### config.mk
export PLATFORM = sky130hd
export DESIGN_NAME = shift_add_mult_seq
export DESIGN_NICKNAME = d
export VERILOG_FILES = /design/src/rtl/shift_add_pkg.sv /design/src/rtl/shift_add_mult_seq_step.sv /design/src/rtl/shift_add_mult_seq.sv
export SDC_FILE = /design/constraint.sdc
export NUM_CORES = 1
export LEC_CHECK = 0
export BUFFER_PORTS_ARGS = -buffer_cell sky130_fd_sc_hd__buf_2
export CORE_MARGIN = 3
export CORE_UTILIZATION = 25
export DETAILED_ROUTE_END_ITERATION = 10
export PLACE_DENSITY_LB_ADDON = 0.1
export SLEW_MARGIN = 0
export SYNTH_ARGS = -nofsm -noshare
export SYNTH_HDL_FRONTEND = slang
export SYNTH_SLANG_ARGS = --single-unit
### constraint.sdc
create_clock -name clk -period 4.5 [get_ports clk]
set_input_delay 0.675 -clock clk [delete_from_list [all_inputs] [get_ports clk]]
set_output_delay 0.675 -clock clk [all_outputs]
set_load 0.02 [all_outputs]
### src/rtl/shift_add_pkg.sv
// rtl/shift_add_pkg.sv - shared FSM state type and width helpers for the shift-add multiplier
package shift_add_pkg;

  typedef enum logic [1:0] {
    IDLE = 2'd0,
    RUN  = 2'd1,
    DONE = 2'd2
  } state_t;

  // Iteration counter width; never narrower than one bit.
  function automatic int cnt_w(input int width);
    return (width <= 2) ? 1 : $clog2(width);
  endfunction

  function automatic int prod_w(input int width);
    return 2 * width;
  endfunction

endpackage

### src/rtl/shift_add_mult_seq_step.sv
// rtl/shift_add_mult_seq_step.sv - one combinational shift-and-add iteration
module shift_add_step
  import shift_add_pkg::*;
#(
  parameter int WIDTH = 8
) (
  input  logic [prod_w(WIDTH)-1:0] acc,
  input  logic [prod_w(WIDTH)-1:0] m_s,
  input  logic [WIDTH-1:0]         q_s,
  output logic [prod_w(WIDTH)-1:0] acc_nxt,
  output logic [prod_w(WIDTH)-1:0] m_s_nxt,
  output logic [WIDTH-1:0]         q_s_nxt
);

  always_comb begin
    acc_nxt = q_s[0] ? (acc + m_s) : acc;
    m_s_nxt = m_s << 1;
    q_s_nxt = q_s >> 1;
  end

endmodule

### src/rtl/shift_add_mult_seq.sv
// rtl/shift_add_mult_seq.sv - sequential WIDTH x WIDTH shift-add multiplier, signed mode via SHIFT_ADD_SIGNED_EN
module shift_add_mult_seq
  import shift_add_pkg::*;
#(
  parameter int WIDTH = 8
) (
  input  logic                     clk,
  input  logic                     n_rst,
  input  logic                     start,
  input  logic [WIDTH-1:0]         m,
  input  logic [WIDTH-1:0]         q,
`ifdef SHIFT_ADD_SIGNED_EN
  input  logic                     sgn,
`endif
  output logic                     busy,
  output logic                     done,
  output logic [prod_w(WIDTH)-1:0] p
);

  localparam int CNT_W = cnt_w(WIDTH);
  localparam int PW    = prod_w(WIDTH);

  state_t           state;
  state_t           state_nxt;
  logic [PW-1:0]    acc;
  logic [PW-1:0]    m_s;
  logic [WIDTH-1:0] q_s;
  logic [CNT_W-1:0] cnt;
  logic             neg;

  logic [PW-1:0]    acc_nxt;
  logic [PW-1:0]    m_s_nxt;
  logic [WIDTH-1:0] q_s_nxt;

  logic             accept;
  logic             last;
  logic [WIDTH-1:0] m_mag;
  logic [WIDTH-1:0] q_mag;
  logic             neg_in;

  assign accept = start && ((state == IDLE) || (state == DONE));
  assign last   = (state == RUN) && (cnt == CNT_W'(WIDTH - 1));
  assign busy   = (state == RUN);
  assign done   = (state == DONE);

`ifdef SHIFT_ADD_SIGNED_EN
  // |-2^(WIDTH-1)| wraps back to 2^(WIDTH-1), which is the right unsigned magnitude.
  always_comb begin
    m_mag  = (sgn && m[WIDTH-1]) ? -m : m;
    q_mag  = (sgn && q[WIDTH-1]) ? -q : q;
    neg_in = sgn && (m[WIDTH-1] ^ q[WIDTH-1]);
  end
`else
  always_comb begin
    m_mag  = m;
    q_mag  = q;
    neg_in = 1'b0;
  end
`endif

  shift_add_step #(
    .WIDTH(WIDTH)
  ) u_step (
    .acc    (acc),
    .m_s    (m_s),
    .q_s    (q_s),
    .acc_nxt(acc_nxt),
    .m_s_nxt(m_s_nxt),
    .q_s_nxt(q_s_nxt)
  );

  always_ff @(posedge clk or negedge n_rst) begin
    if (!n_rst) begin
      state <= IDLE;
    end else begin
      state <= state_nxt;
    end
  end

  always_comb begin
    state_nxt = state;
    case (state)
      IDLE:    if (start) state_nxt = RUN;
      RUN:     if (last) state_nxt = DONE;
      DONE:    state_nxt = start ? RUN : IDLE;
      default: state_nxt = IDLE;
    endcase
  end

  always_ff @(posedge clk or negedge n_rst) begin
    if (!n_rst) begin
      acc <= '0;
      m_s <= '0;
      q_s <= '0;
      cnt <= '0;
      neg <= 1'b0;
      p   <= '0;
    end else if (accept) begin
      acc <= '0;
      m_s <= {{WIDTH{1'b0}}, m_mag};
      q_s <= q_mag;
      cnt <= '0;
      neg <= neg_in;
    end else if (state == RUN) begin
      acc <= acc_nxt;
      m_s <= m_s_nxt;
      q_s <= q_s_nxt;
      cnt <= cnt + CNT_W'(1);
      // p only moves on the final iteration so it holds the last product throughout a run.
      if (last) begin
        p <= neg ? -acc_nxt : acc_nxt;
      end
    end
  end

endmodule

==> results of run 1 <==
-- kinds of logic after synthesis --
| family | share of synthesized area |
|---|---|
| xor+xnor | 0.0336 |
| fa+ha+maj | 0.0686 |
| compound gates | 0.210 |
| buf+inv | 0.0332 |
| flops | 0.450 |
| mux | 0.0269 |
| simple gates | 0.178 |
-- cells in the mapped netlist, types with 3 or more instances --
master    instances  area (µm²)
o21ai_0          23         115
dfrtp_1          61        1530
a31oi_1           3        18.8
buf_2             3        15.0
nand2_1          57         214
mux2i_1           8        80.1
clkbuf_1         17        63.8
a31o_2            4        35.0
nand2b_1          3        18.8
or3_1             3        18.8
a22o_1           12         105
xnor2_1          10        87.6
a22oi_1          14         105
and3_1            5        31.3
o21ai_1           5        25.0
nor2_1           10        37.5
nor3_1            3        15.0
a21oi_1          13        65.1
ha_1             17         213
nand3_1          22         110
nor3b_1           7        52.6
xor2_1            3        26.3
inv_1             7        26.3
-- final cells by class --
cell class / count / share of cell area
clock buffers: 13 / 0.0657
clock inverters: 3 / 0.0219
inverters: 8 / 0.00730
multi-input cells: 259 / 0.427
flip-flops and latches: 61 / 0.371
well taps: 172 / 0.0523
repair buffers: 42 / 0.0547
-- sequential cells by signal, indices dropped and copies added, names as in the netlist --
name and count:
acc 16, cnt 3, m_s 16, p 16, q_s 8, state 2
-- power groups by stage --
stage | logic [W] | registers, W | clock network (W)
2_1_floorplan | 0.00112 | 0.000994 | 0
3_3_place_gp | 0.00155 | 0.000979 | 0
3_5_place_dp | 0.00156 | 0.000980 | 0
4_1_cts | 0.00157 | 0.000971 | 0.000861
5_1_grt | 0.00174 | 0.00101 | 0.000880
6_report | 0.00154 | 0.000967 | 0.000832
-- per-stage QoR --
step	power, W	cell area [µm²]	worst slack [ns]	util
6_report	0.00334	4110	1.90	0.318
5_1_grt	0.00363	4110	1.76	0.318
4_1_cts	0.00340	4110	1.85	0.318
3_5_place_dp	0.00254	3750	2.11	0.290
3_3_place_gp	0.00253	3750	2.15	0.290
2_1_floorplan	0.00212	3390	2.28	-
-- per-layer routing --
metal / up-vias / wire (µm) / part of all wire / GRT usage
met2: 43 / 3630 / 0.41 / 0.186
li1: 1345 / - / - / -
met4: 0 / 133 / 0.015 / 0.0399
met1: 1266 / 4610 / 0.53 / 0.179
met3: 11 / 371 / 0.042 / 0.0433
met5: - / 0 / 0 / 0
-- layout by cell type, fill, tap and decap left out, types with 4 or more instances in the layout --
master,instances
dfrtp_1,61
and3_1,5
o21ai_1,5
ha_1,17
o21ai_0,23
a22o_1,12
nor2_1,9
mux2i_1,8
a21oi_1,13
clkbuf_16,9
nor3b_1,7
buf_2,36
a22oi_1,14
nand3_1,22
nand2_1,57
xnor2_1,10
buf_4,6
inv_1,7
a31o_2,4
-- how the worst max path moves through the flow --
stage                   end  slack [ns]  cells past startpoint
floorplan           acc[15]        2.28                      7
global placement    acc[15]        2.15                      7
detailed placement  acc[15]        2.11                      7
CTS                    busy        1.85                      4
global route           busy        1.76                      4
finish                 busy        1.90                      4
-- critical path: stages, from the launching register on --
cell and delay, ns:
dfrtp_1 0.36, nand2b_1 0.28, inv_2 0.41, buf_4 0.32, buf_2 0.20
==> impl_metrics.csv, run 1 <==
group,metric,value,unit
clocking,cts_resized,0,
worst_hold_path,min_path_type,"in -> async",
global_route,overflow,0,
cells_and_area,fin_cells,558,
detailed_routing,vias,2665,
power_and_ir_drop,p_comb_frac,0.462,
cells_and_area,syn_to_final_growth,21.2,%
sta,max_slew.worst_pin.slew,0.689,ns
worst_setup_path,end_kind,"output pin",
worst_setup_path,worstPathRequired,3.83,ns
placed_design,hpwl,6.13,mm
sta,slew_viol_final,0,
detailed_routing,postRouteAntennaNets,0,
clocking,cts_tree,"done",
logic_synthesis,synth_warnings,0,
logic_synthesis,synth.cell_area,0.00339,mm²
worst_setup_path,crit_fanout,22,
worst_setup_path,ff2ff_path_depth,7,
floorplanning,rows,41,
logic_synthesis,synthArstFlopShare,1.00,
floorplanning,die_x,123,µm
sta,rsz0062_at_grt,"false",
logic_synthesis,synthFlopType,"dfrtp_1",
sta,setup_violations,0,
floorplanning,die-area,0.0150,mm²
detailed_routing,viasPerCell,4.78,
sta,fin_tns_setup,0,ns
sta,max_slew_margin,0.541,
placed_design,place.gp.congestion,0.869,
detailed_routing,drtPass1Iterations,4,
floorplanning,core-area,0.0129,mm²
cells_and_area,regArea,0.00153,mm²
logic_synthesis,synth_cells,349,
clocking,clock_tree.root_cell,"clkbuf_16",
power_and_ir_drop,p_leak,1.89,nW
clocking,cts_max_level,3,
worst_setup_path,crit_type,"reg -> out",
floorplanning,ioPinCount,37,
sta,clock_skew,0.00659,ns
floorplanning,start_util,0.262,
clocking,cts_buffer_depth,2,
logic_synthesis,ys_types,55,
job,maxCapViolCount,0,
clocking,insertion_delay,0.34,ns
logic_synthesis,yosysSeqAreaShare,0.450,
clocking,cts_sinks,61,
floorplanning,die_y,123,µm
power_and_ir_drop,peakVddDrop,202,µV
worst_setup_path,critPathLaunch,"state[1]",
worst_setup_path,start_kind,"flip-flop",
sta,post-route-period-util,0.577,
clocking,cts_made_buffers,9,
power_and_ir_drop,power.share.sequential,0.289,
worst_setup_path,critPathArrivalTime,1.92,ns
sta,fmax,385,MHz
global_route,grt_max_degree,39,
logic_synthesis,syn_avg_cell_area,9.72,µm²
power_and_ir_drop,internal_power,0.00198,W
logic_synthesis,synth_nets,386,
detailed_routing,wl_per_cell,15.7,µm
clocking,clkTransAtPathRegs,0.05,ns
cells_and_area,layout-drive-gt1-share,0.187,
detailed_routing,routed_wl,8.75,mm
global_route,track_usage,0.128,
global_route,antenna_found_initial,0,
power_and_ir_drop,switchingPower,0.00137,W
cells_and_area,final.fill_count,1382,
logic_synthesis,synth_edf_count,0,
cells_and_area,n_antenna_cell,0,
sta,finalHoldWorstSlack,0.334,ns
worst_setup_path,reg2reg_from,"acc[4]",
worst_setup_path,timing.rr.end,"acc[15]",
placed_design,port_buffers,36,
sta,hold_violations,0,
detailed_routing,drt_iter0_markers,120,
clocking,postCtsHoldBufs,0,
global_route,grt_first_pass_wirelength,14.7,mm
cells_and_area,finalNetCount,418,
power_and_ir_drop,netSwitchingFraction,0.409,
detailed_routing,drc,0,
sta,finalCriticalPeriod,2.60,ns
clocking,cts_setup_buffers,0,
power_and_ir_drop,pwr_density_cell,813,mW/mm²
status,outcome,"complete, no violations",
global_route,grt_pass1_vias,2777,
placed_design,placed_cells,542,
logic_synthesis,ys_seq_elements,61,
cells_and_area,multiInputGateArea,0.00176,mm²
worst_setup_path,rrSetupSlack,2.10,ns
power_and_ir_drop,clock_power_share,0.249,
No activity file was read; power rests on OpenSTA's default activity.
==> inputs of run 2 (changes only) <==
- clock period: 4.5 -> 2.2 ns (I/O delays scaled with it)
==> run 2 against run 1 <==
Compared with the run above: the flow now finishes with violations (negative hold slack); critical path depth up 3; sequential share of layout area down 4.5 points; critical endpoint is now acc[15]; register-to-register slack worse by 2.1 ns; global-route usage up 0.86 points; total power up 130%; non-clock buffer count up 47; largest cell class unchanged; final cell count up 8.4%; via count up 7.8%; design area up 14%.
==> impl_metrics.csv, run 2 (synthesis results as in run 1) <==
group,metric,value,unit
status,outcome,"finished, violations left",
status,violations,"negative hold slack",
clocking,postCtsHoldBufs,0,
placed_design,hpwl,6.52,mm
detailed_routing,viasPerCell,4.75,
global_route,overflow,0,
global_route,grt_first_pass_wirelength,15.7,mm
sta,max_slew.worst_pin.slew,0.685,ns
worst_setup_path,crit_type,"reg -> reg",
detailed_routing,wl_per_cell,15.3,µm
cells_and_area,finalNetCount,465,
worst_setup_path,crit_chain,"ha_4 -> nand3_2 -> o211ai_4 -> a31oi_4 -> and3_4 -> or3b_1 -> a221o_1",
detailed_routing,drtPass1Iterations,4,
sta,clock_skew,0.00568,ns
sta,finalHoldWorstSlack,-0.0195,ns
worst_setup_path,endpoint,"acc[15]",
sta,slew_viol_final,0,
worst_setup_path,crit_slowest_cell,"dfrtp_2",
floorplanning,die_x,123,µm
worst_setup_path,reg2reg_from,"m_s[3]",
cells_and_area,fin_cells,605,
floorplanning,rows,41,
sta,rsz0062_at_grt,"true",
clocking,insertion_delay,0.34,ns
power_and_ir_drop,pwr_density_cell,1650,mW/mm²
clocking,cts_tree,"done",
floorplanning,core-area,0.0129,mm²
worst_setup_path,rrSetupSlack,0.04,ns
clocking,clkTransAtPathRegs,0.05,ns
clocking,cts_made_buffers,9,
worst_setup_path,slowest_delay,0.44,ns
detailed_routing,drt_iter0_markers,137,
cells_and_area,n_antenna_cell,0,
global_route,antenna_found_initial,0,
placed_design,port_buffers,36,
detailed_routing,routed_wl,9.24,mm
worst_hold_path,min_path_type,"in -> async",
cells_and_area,layout_commonest_cell,"dfrtp_1",
worst_setup_path,worstPathRequired,2.41,ns
cells_and_area,layout-drive-gt1-share,0.337,
clocking,cts_max_level,3,
floorplanning,start_util,0.262,
power_and_ir_drop,peakVddDrop,401,µV
sta,finalCriticalPeriod,2.16,ns
clocking,clock_tree.root_cell,"clkbuf_16",
sta,fmax,462,MHz
floorplanning,die_y,123,µm
worst_setup_path,ff2ff_path_depth,7,
global_route,grt_pass1_vias,2979,
sta,setup_violations,0,
placed_design,placed_cells,579,
power_and_ir_drop,finalPower,0.00774,W
cells_and_area,fin_util,0.363,
detailed_routing,vias,2873,
global_route,grt_max_degree,62,
job,maxCapViolCount,0,
detailed_routing,postRouteAntennaNets,0,
cells_and_area,final.fill_count,1344,
worst_setup_path,timing.rr.end,"acc[15]",
sta,hold_violations,14,
detailed_routing,drc,0,
global_route,track_usage,0.137,
sta,max_slew_margin,0.544,
sta,post-route-period-util,0.983,
floorplanning,die-area,0.0150,mm²
cells_and_area,syn_to_final_growth,38.2,%
worst_setup_path,critPathArrivalTime,2.37,ns
worst_setup_path,critPathLaunch,"m_s[3]",
clocking,cts_sinks,61,
cells_and_area,reg_top3,"acc: 16 flops, m_s: 16 flops, p: 16 flops",
cells_and_area,final_cell_mix,"dfrtp_1 (58), nand2_1 (57), buf_4 (50)",
power_and_ir_drop,p_leak,2.12,nW
floorplanning,ioPinCount,37,
worst_setup_path,start_kind,"flip-flop",
worst_setup_path,crit_fanout,4,
clocking,cts_buffer_depth,2,
worst_setup_path,end_kind,"flip-flop",
placed_design,place.gp.congestion,0.867,
## run 2: changes by cell type in the layout (fill, tap and decap cells not counted), sizes merged
cell,previous run,this run
clkbuf,13,12
buf,42,89
clkinv,0,1
## run 2: worst max-delay path, delay by kind of cell, from the launching register on
kind,cells,cell delay (ns)
adders and majority gates,1,0.31
DFF,1,0.44
and+or+nand+nor,3,0.62
AOI/OAI and AO/OA,3,0.67
## run 2: timing repair
item | CTS | global route
setup endpoints to repair | 7 | 15
cloned | 0 | 0
pin swaps | 2 | 13
setup buffers | 2 | 8
endpoints found under the hold margin | 0 | 0
gates resized for setup | 7 | 27
## run 2: cell type report
| cell class | count | area, µm² | share of cell area |
|---|---|---|---|
| clock buffers | 12 | 246 | 0.0526 |
| clock inverters | 4 | 95.1 | 0.0203 |
| inverters | 8 | 30.0 | 0.00641 |
| multi-input cells | 259 | 1960 | 0.419 |
| flip-flops and latches | 61 | 1530 | 0.326 |
| well taps | 172 | 215 | 0.0459 |
| repair buffers | 89 | 607 | 0.129 |
## run 2: worst min path at each step
stage	end	slack (ns)	start	cells past startpoint
after floorplan	acc[0]	0.03	n_rst	0
after global placement	q_s[6]	0.38	n_rst	2
after detailed placement	m_s[3]	0.38	n_rst	2
after CTS	m_s[3]	0.009	n_rst	2
after global routing	m_s[1]	0.04	n_rst	2
final	m_s[3]	-0.02	n_rst	2
## run 2: per-stage QoR
stage / setup TNS, ns / setup WS (ns) / cell area [µm²]
detailed placement: -0.349 / -0.0942 / 4060
CTS: 0 / 0.000401 / 4460
global route: -0.0363 / -0.0271 / 4690
floorplan: 0 / 0.0453 / 3400
finish: 0 / 0.0373 / 4690
global placement: -0.0828 / -0.0487 / 4060
## run 2: report_power, final
group | internal [W] | leakage (nW) | total (W) | switching (W)
registers | 0.00161 | 0.777 | 0.00202 | 0.000405
clock network | 0.00114 | 0.167 | 0.00165 | 0.000516
logic | 0.00191 | 1.17 | 0.00407 | 0.00217
## run 2: per-layer routing
layer,share of wire,routed length [µm],global-route usage
met1,0.51,4740,0.192
met2,0.43,3940,0.202
met3,0.041,379,0.0276
met4,0.020,184,0.0609
met5,0,0,0
==> inputs of run 3 (changes only) <==
- CTS_BUF_LIST: not set -> sky130_fd_sc_hd__clkbuf_4
==> run 3 against run 2 <==
Compared with the run above: the run now ends clean; wire length is 0.78% lower; sequential power hardly changed; clock-buffer cell count is 1 lower; register-to-register slack worse by 0.03 ns; largest power group unchanged; clock power is 38% lower; worst hold slack better by 0.12 ns; combinational power is 1% lower; utilization is 1.6 points lower; non-clock buffer count is 2 lower.
==> impl_metrics.csv, run 3 (synthesis results as in run 1) <==
group,metric,value,unit
status,outcome,"complete, no violations",
worst_setup_path,rrSetupSlack,0.01,ns
floorplanning,core-area,0.0129,mm²
sta,setup_violations,0,
worst_setup_path,crit_slowest_cell,"dfrtp_2",
worst_hold_path,hold_end,"q_s[1]",
job,maxCapViolCount,0,
worst_hold_path,worstHoldStart,"q[1]",
global_route,grt_first_pass_wirelength,15.7,mm
sta,slew_viol_final,0,
sta,fin_tns_setup,0,ns
power_and_ir_drop,p_comb_frac,0.571,
worst_setup_path,crit_chain,"ha_4 -> nand3_4 -> o211ai_4 -> a31oi_4 -> and3_4 -> or3b_1 -> a221o_1",
cells_and_area,syn_to_final_growth,32.0,%
sta,max_slew_margin,0.542,
placed_design,port_buffers,36,
detailed_routing,postRouteAntennaNets,0,
floorplanning,ioPinCount,37,
power_and_ir_drop,peakVddDrop,405,µV
power_and_ir_drop,clock_power_share,0.147,
power_and_ir_drop,switchingPower,0.00300,W
placed_design,placed_area,0.00406,mm²
placed_design,place.gp.congestion,0.867,
detailed_routing,drtPass1Iterations,4,
worst_setup_path,critPathBufInv,0,
worst_setup_path,slowest_delay,0.46,ns
power_and_ir_drop,pwr_density_cell,1570,mW/mm²
worst_setup_path,timing.rr.end,"acc[15]",
sta,fmax,457,MHz
clocking,clock_tree.root_cell,"clkbuf_4",
detailed_routing,drc,0,
worst_setup_path,reg2reg_from,"m_s[3]",
clocking,cts_max_level,3,
cells_and_area,layout-drive-gt1-share,0.325,
worst_setup_path,crit_fanout,4,
sta,finalCriticalPeriod,2.19,ns
clocking,cts_made_buffers,9,
clocking,cts_sinks,61,
detailed_routing,vias,2863,
floorplanning,die_x,123,µm
clocking,cts_tree,"done",
cells_and_area,reg_top3,"acc: 16 flops, m_s: 16 flops, p: 16 flops",
sta,post-route-period-util,0.995,
cells_and_area,final_cell_mix,"dfrtp_1 (58), nand2_1 (57), buf_4 (48)",
floorplanning,die-area,0.0150,mm²
global_route,grt_max_degree,62,
sta,hold_violations,0,
global_route,track_usage,0.137,
detailed_routing,drt_iter0_markers,151,
cells_and_area,regArea,0.00153,mm²
power_and_ir_drop,p_leak,2.04,nW
floorplanning,start_util,0.262,
cells_and_area,fin_cells,604,
global_route,antenna_found_initial,1,
worst_hold_path,min_path_type,"in -> reg",
placed_design,placed_cells,579,
worst_hold_path,hold_depth,3,
worst_setup_path,end_kind,"flip-flop",
floorplanning,rows,41,
global_route,overflow,0,
cells_and_area,final.fill_count,1360,
worst_setup_path,worstPathRequired,2.51,ns
cells_and_area,multiInputGateArea,0.00193,mm²
worst_setup_path,ff2ff_path_depth,7,
worst_setup_path,crit_family,"compound AO/OA/AOI/OAI gates",
detailed_routing,routed_wl,9.17,mm
power_and_ir_drop,power.share.sequential,0.282,
power_and_ir_drop,finalPower,0.00706,W
clocking,clkTransAtPathRegs,0.11,ns
global_route,grt_pass1_vias,2993,
placed_design,hpwl,6.52,mm
clocking,insertion_delay,0.44,ns
cells_and_area,finalNetCount,463,
detailed_routing,wl_per_cell,15.2,µm
sta,rsz0062_at_grt,"true",
power_and_ir_drop,internal_power,0.00406,W
cells_and_area,layout_commonest_cell,"dfrtp_1",
worst_setup_path,crit_type,"reg -> reg",
sta,clock_skew,0.0178,ns
clocking,cts_buffer_depth,2,
detailed_routing,viasPerCell,4.74,
worst_setup_path,start_kind,"flip-flop",
power_and_ir_drop,netSwitchingFraction,0.425,
floorplanning,die_y,123,µm
sta,max_slew.worst_pin.slew,0.687,ns
worst_setup_path,critPathArrivalTime,2.50,ns
cells_and_area,finish.instance_area,0.00448,mm²
==> run 3: cell types whose count changed in the layout (fill, tap and decap cells not counted), moves of 2 or more <==
cell,change
ha_4,-3
clkbuf_16,-9
clkbuf_4,+11
clkbuf_1,-2
buf_4,-2
ha_1,+3
==> run 3: area by class of cell <==
| cell class | instances | area share |
|---|---|---|
| clock buffer | 11 | 0.0184 |
| multi-input combinational | 259 | 0.431 |
| inverter | 8 | 0.00670 |
| antenna | 1 | 0.000559 |
| sequential | 61 | 0.342 |
| timing repair buffer | 87 | 0.132 |
| clock inverter | 5 | 0.0221 |
| tap | 172 | 0.0480 |
==> run 3: metrics by stage <==
step,hold WS [ns],util,setup WS [ns]
3_3_place_gp,0.376,0.314,-0.0487
5_1_grt,0.0586,0.347,-0.0586
4_1_cts,0.0591,0.335,0.00181
6_report,0.105,0.347,0.0106
2_1_floorplan,0.0344,-,0.0453
3_5_place_dp,0.377,0.314,-0.0942
==> run 3: power by group through the flow <==
stage	clock, W	combinational [W]	sequential [W]
floorplan	0	0.00230	0.00203
global placement	0	0.00371	0.00197
detailed placement	0	0.00373	0.00199
CTS	0.00107	0.00388	0.00197
global route	0.00112	0.00454	0.00207
finish	0.00103	0.00403	0.00199
==> run 3: worst min-delay path, stage by stage <==
cell and delay (ns):
buf_2 0.08, a22oi_1 0.05, nand2_1 0.05
==> run 3: how the worst max path moves through the flow <==
stage | from | slack, ns | depth (start not counted) | to
2_1_floorplan | acc[1] | 0.05 | 7 | acc[15]
3_3_place_gp | acc[0] | -0.05 | 8 | p[14]
3_5_place_dp | acc[0] | -0.09 | 8 | p[10]
4_1_cts | m_s[3] | 0.002 | 7 | acc[15]
5_1_grt | m_s[4] | -0.06 | 7 | acc[15]
6_report | m_s[3] | 0.01 | 7 | acc[15]
==> run 3: routing by layer <==
metal,global-route usage,vias to the layer above,share of wire
met2,0.204,46,0.42
met3,0.0276,13,0.038
met1,0.193,1375,0.52
met4,0.0609,0,0.020
li1,-,1429,-
met5,0,-,0
==> run 3: repair_timing <==
action                                  CTS  global route
setup buffers                             2             5
hold buffers                              1             0
gates resized for setup                  10            19
pin swaps                                 2            10
endpoints found under the setup margin    7            10
endpoints found under the hold margin    61             0
